$ cat src/rtl/commit_ctrl.sv
// In-order retirement sequencer between the ROB head and the renamed register file.
// Optional: define COMMIT_CNT_EN to add a 64-bit retired-instruction counter output.
module commit_ctrl #(
  parameter int ROB_BIT   = 4,
  parameter int REG_BIT   = 5,
  parameter int FLUSH_CYC = 2
) (
  input  logic               clk,
  input  logic               rst,
  input  logic               rdy,
  input  logic               id_stall,
  input  logic               rob_hd_vld,
  input  logic               rob_hd_done,
  input  logic [ROB_BIT-1:0] rob_hd_idx,
  input  logic               rob_hd_wb,
  input  logic [REG_BIT-1:0] rob_hd_rd,
  input  logic [31:0]        rob_hd_val,
  input  logic               rob_hd_store,
  input  logic               rob_hd_mispred,
  output logic               rob_pop,
  output logic               lsu_st_req,
  input  logic               lsu_st_ack,
  output logic               reg_en,
  output logic               reg_st,
  output logic               reg_rb,
  output logic               rob_wr_ena,
  output logic [REG_BIT-1:0] rob_wr_rd,
  output logic [31:0]        rob_wr_val,
  output logic [ROB_BIT-1:0] rob_wr_idx,
  output logic               flush
`ifdef COMMIT_CNT_EN
  ,
  output logic [63:0]        commit_cnt
`endif
);

  localparam int CNT_W = $clog2(FLUSH_CYC + 1);

  typedef enum logic [1:0] {
    S_RUN     = 2'd0,
    S_ST_WAIT = 2'd1,
    S_FLUSH   = 2'd2
  } state_t;

  state_t           state_q, state_d;
  logic [CNT_W-1:0] cnt_q, cnt_d;
  logic             req_q;
  logic             commit;
  logic             pop_c, wena_c, req_c, rb_c;

  always_comb begin
    state_d = state_q;
    cnt_d   = cnt_q;
    pop_c   = 1'b0;
    wena_c  = 1'b0;
    req_c   = 1'b0;
    rb_c    = 1'b0;
    commit  = rob_hd_vld && rob_hd_done;
    if (!rdy) begin
      // Frozen: hold FSM, keep the LSU request stable, suppress every side effect.
      req_c = req_q;
    end else begin
      case (state_q)
        S_RUN: begin
          if (commit) begin
            if (rob_hd_store) begin
              req_c   = 1'b1;
              state_d = S_ST_WAIT;
            end else begin
              pop_c  = 1'b1;
              wena_c = rob_hd_wb && (rob_hd_rd != '0);
              if (rob_hd_mispred) begin
                rb_c = 1'b1;
                if (FLUSH_CYC > 1) begin
                  state_d = S_FLUSH;
                  cnt_d   = CNT_W'(FLUSH_CYC - 1);
                end
              end
            end
          end
        end
        S_ST_WAIT: begin
          req_c = 1'b1;
          if (lsu_st_ack) begin
            pop_c   = 1'b1;
            state_d = S_RUN;
          end
        end
        S_FLUSH: begin
          // ROB is being cleared, so head inputs are ignored here.
          rb_c  = 1'b1;
          cnt_d = cnt_q - CNT_W'(1);
          if (cnt_q == CNT_W'(1)) state_d = S_RUN;
        end
        default: state_d = S_RUN;
      endcase
    end
  end

  always_comb begin
    reg_en     = ~rst;
    rob_pop    = 1'b0;
    lsu_st_req = 1'b0;
    reg_st     = 1'b0;
    reg_rb     = 1'b0;
    flush      = 1'b0;
    rob_wr_ena = 1'b0;
    rob_wr_rd  = '0;
    rob_wr_val = '0;
    rob_wr_idx = '0;
    if (!rst) begin
      rob_pop    = pop_c;
      lsu_st_req = req_c;
      reg_st     = id_stall;
      reg_rb     = rb_c;
      flush      = rb_c;
      rob_wr_ena = wena_c;
      rob_wr_rd  = rob_hd_rd;
      rob_wr_val = rob_hd_val;
      rob_wr_idx = rob_hd_idx;
    end
  end

  always_ff @(posedge clk or posedge rst) begin
    if (rst) begin
      state_q <= S_RUN;
      cnt_q   <= '0;
      req_q   <= 1'b0;
    end else begin
      state_q <= state_d;
      cnt_q   <= cnt_d;
      req_q   <= req_c;
    end
  end

`ifdef COMMIT_CNT_EN
  logic [63:0] ccnt_q;

  always_ff @(posedge clk or posedge rst) begin
    if (rst) begin
      ccnt_q <= '0;
    end else if (pop_c && rdy) begin
      ccnt_q <= ccnt_q + 64'd1;
    end
  end

  assign commit_cnt = ccnt_q;
`endif

endmodule
$ cat config.mk
export PLATFORM = sky130hd
export DESIGN_NAME = commit_ctrl
export DESIGN_NICKNAME = d
export VERILOG_FILES = /design/src/rtl/commit_ctrl.sv
export SDC_FILE = /design/constraint.sdc
export NUM_CORES = 1
export LEC_CHECK = 0
export ABC_AREA = 1
export BUFFER_PORTS_ARGS = -buffer_cell sky130_fd_sc_hd__buf_2
export CORE_MARGIN = 10
export CORE_UTILIZATION = 31
export CTS_BUF_LIST = sky130_fd_sc_hd__clkbuf_16
export DETAILED_ROUTE_END_ITERATION = 6
export PLACE_DENSITY = 0.8
export SLEW_MARGIN = 0
export SYNTH_ARGS = -nofsm -noshare
export SYNTH_HDL_FRONTEND = slang
export SYNTH_SLANG_ARGS = --single-unit
$ cat constraint.sdc
create_clock -name clk -period 1.11 [get_ports clk]
set_input_delay 0.0555 -clock clk [delete_from_list [all_inputs] [get_ports clk]]
set_output_delay 0.0555 -clock clk [all_outputs]
set_load 0.03 [all_outputs]
==> run summary <==
WP data required: 1.05 ns
Area of the multi-input gates: 498 µm²
Clk root buf: clkbuf_16
Post-synth cell types: 17
Critical Path AT: 1.30 ns
Most used cells in the layout excluding fill and tap cells: buf_2 (93), inv_1 (51), nor2_1 (44), buf_4 (12)
Worst setup margin: -0.244 ns
PD cells: 1680 mW/mm²
Gr ovfl total: 0
Clk Latency, worst-skew pair: 0.23 ns
Worst Setup Path Type: reg2out
Detail Route Antenna Nets: 0
Final setup fails: 9
Cells after DPL: 283
ANT cells: 0
Synthesis warning total: 0
1st-pass router iterations: 5
Fraction of layout cells with a size suffix above 1: 0.541
Post-Synthesis Cell Area: 747 µm²
RSZ-0062 raised after global routing: yes
Flop pwr share: 0.122
Hold slack: 0.157 ns
Sink Count: 5
Period utilization: 1.22
Time the worst path needs with I/O delays and setup: 1.35 ns
Sequential share of the synthesized area: 0.168
Crit path max-delay family: buffers and inverters
Leading cell type in the layout, fill and taps excluded: buf_2
Critical Path Max Stage Delay: 0.37 ns
Hold Fails Final Rpt: 0
Min-delay src: rdy
Final slew viol count: 0
TritonCTS clock tree: built
I/O Buffers: 98
Final non-filler cell total: 294
Buffers plus inverters on the worst setup path: 3
Synth Net Count: 205
Worst Max-Slew Pin Slew: 0.413 ns
Avg Cell Area, Syn: 4.88 µm²
Core region area: 0.00225 mm²
Final GP Congestion: 0.773
WL final: 3800 µm
Setup crit end kind: primary output
Max_slew headroom: 0.725
Final nets: 319
CP max stage cell: dfrtp_1
Outcome: finished with violations
TritonCTS buffer count: 3
Violated checks: negative setup slack
Max-cap viol count: 0
P_leak: 1.10 nW
CTS clk-pin slew, worst paths: 0.03 ns
Comb pwr share: 0.659
Initial core utilization: 0.331
Worst hold path type: in2reg
Starting DRC count in detailed routing: 47
Die height: 69.1 µm
Crit-path cells: inv_2 > buf_4 > nand3_1 > a21oi_4 > buf_6
Via count: 1,241
Crit-path max FO: 4
WL/cell: 12.9 µm
Worst R2R Start: state_q[0]
Net Sw Frac: 0.430
Clock network fraction of total power: 0.219
Die extent in x: 69.1 µm
Pin count of the biggest net entering global routing: 45
Row count: 17
CP Launch Type: register
Die area: 0.00477 mm²
FF+latch count, synth: 5
Clock buffer depth: 2
Layout Skew: 0.00140 ns
Peak VDD IR: 1390 µV
CTS HTree Levels: 1
P_sw: 1.16 mW
GRT Total Usage: 0.151
IO Pins: 99
Register area: 125 µm²
Gate Count Post-Synth: 153
Final Core Density: 0.711
CP startpoint: state_q[1]
Avg Vias per Cell: 4.22
Post-Place Worst Slack: -0.115 ns
Pint: 1.53 mW
FMAX: 738 MHz
Half-perimeter wire length after detailed placement: 3070 µm
# DRC: 0
Vias in the first global route: 1,207
First-pass GRT wire length: 6150 µm
Initial antenna violation count: 0
Layout area overhead: 115%
Total power: 2.69 mW
Filler instances: 205
what timing repair did:
| item | CTS | global route |
|---|---|---|
| hold buffers | 1 | 0 |
| gates resized for setup | 25 | 11 |
| setup endpoints to repair | 9 | 9 |
| pin swaps | 11 | 9 |
| hold endpoints to repair | 5 | 0 |
| buffers inserted | 6 | 2 |
path summary, 6_finish.rpt:
path / end / slack, ns / depth (start not counted)
max in group asynchronous: cnt_q[0] / 0.45 / 4
min reg2reg: cnt_q[1] / 0.48 / 2
max reg2reg: cnt_q[1] / -0.12 / 7
min in group asynchronous: state_q[1] / 0.46 / 4
min: cnt_q[1] / 0.16 / 3
max: rob_pop / -0.24 / 5
state kept, by name (all words and copies together), names as in the netlist:
name,count
cnt_q,2
state_q,2
req_q,1
cells in the mapped netlist:
master	count	area, µm²
inv_1	51	191
nor2_1	47	176
nand2_1	15	56.3
nand3_1	12	60.1
buf_2	5	25.0
dfrtp_1	5	125
a21oi_1	3	15.0
nor2_2	3	18.8
inv_2	2	7.51
o21ai_0	2	10.0
o21bai_1	2	15.0
buf_4	1	7.51
ha_1	1	12.5
nand2_2	1	6.26
nor3_1	1	5.00
nor3_2	1	10.0
o21ai_1	1	5.00
stage by stage:
step	area, µm²	TNS (ns)
2_1_floorplan	783	-0.229
3_3_place_gp	1350	-0.332
3_5_place_dp	1350	-0.544
4_1_cts	1570	-1.61
5_1_grt	1600	-2.13
6_report	1600	-1.55
routing by layer:
| layer | up-vias | track usage | wire (µm) |
|---|---|---|---|
| li1 | 651 | - | - |
| met2 | 70 | 0.262 | 1870 |
| met1 | 515 | 0.170 | 1530 |
| met4 | 0 | 0.0466 | 43 |
| met5 | - | 0 | 0 |
| met3 | 5 | 0.0456 | 358 |
worst reg2reg max path: stages, from the launching register on:
cell     delay, ns
dfrtp_1       0.39
buf_6         0.15
a21oi_2       0.11
nand3_2       0.12
buf_4         0.16
buf_6         0.11
nand2_2       0.04
nand2_1       0.04
kinds of logic after synthesis:
kind of cell	synth area share
AO/OA/AOI/OAI	0.0603
flip-flops	0.168
buffers and inverters	0.310
adder cells (fa/ha/maj)	0.0167
AND/OR/NAND/NOR	0.446
cell type report:
cell class | count | area share
clock buffers | 3 | 0.0468
clock inverters | 1 | 0.00234
inverters | 53 | 0.124
multi-input cells | 89 | 0.311
flip-flops and latches | 5 | 0.0781
well taps | 28 | 0.0219
repair buffers | 115 | 0.416
power by group through the flow:
stage | clock [mW] | sequential (mW) | combinational, mW
2_1_floorplan | 0 | 0.337 | 0.775
3_3_place_gp | 0 | 0.316 | 1.28
3_5_place_dp | 0 | 0.322 | 1.31
4_1_cts | 0.602 | 0.327 | 1.66
5_1_grt | 0.613 | 0.339 | 1.94
6_report | 0.589 | 0.328 | 1.77
No activity file was read; power rests on OpenSTA's default activity.
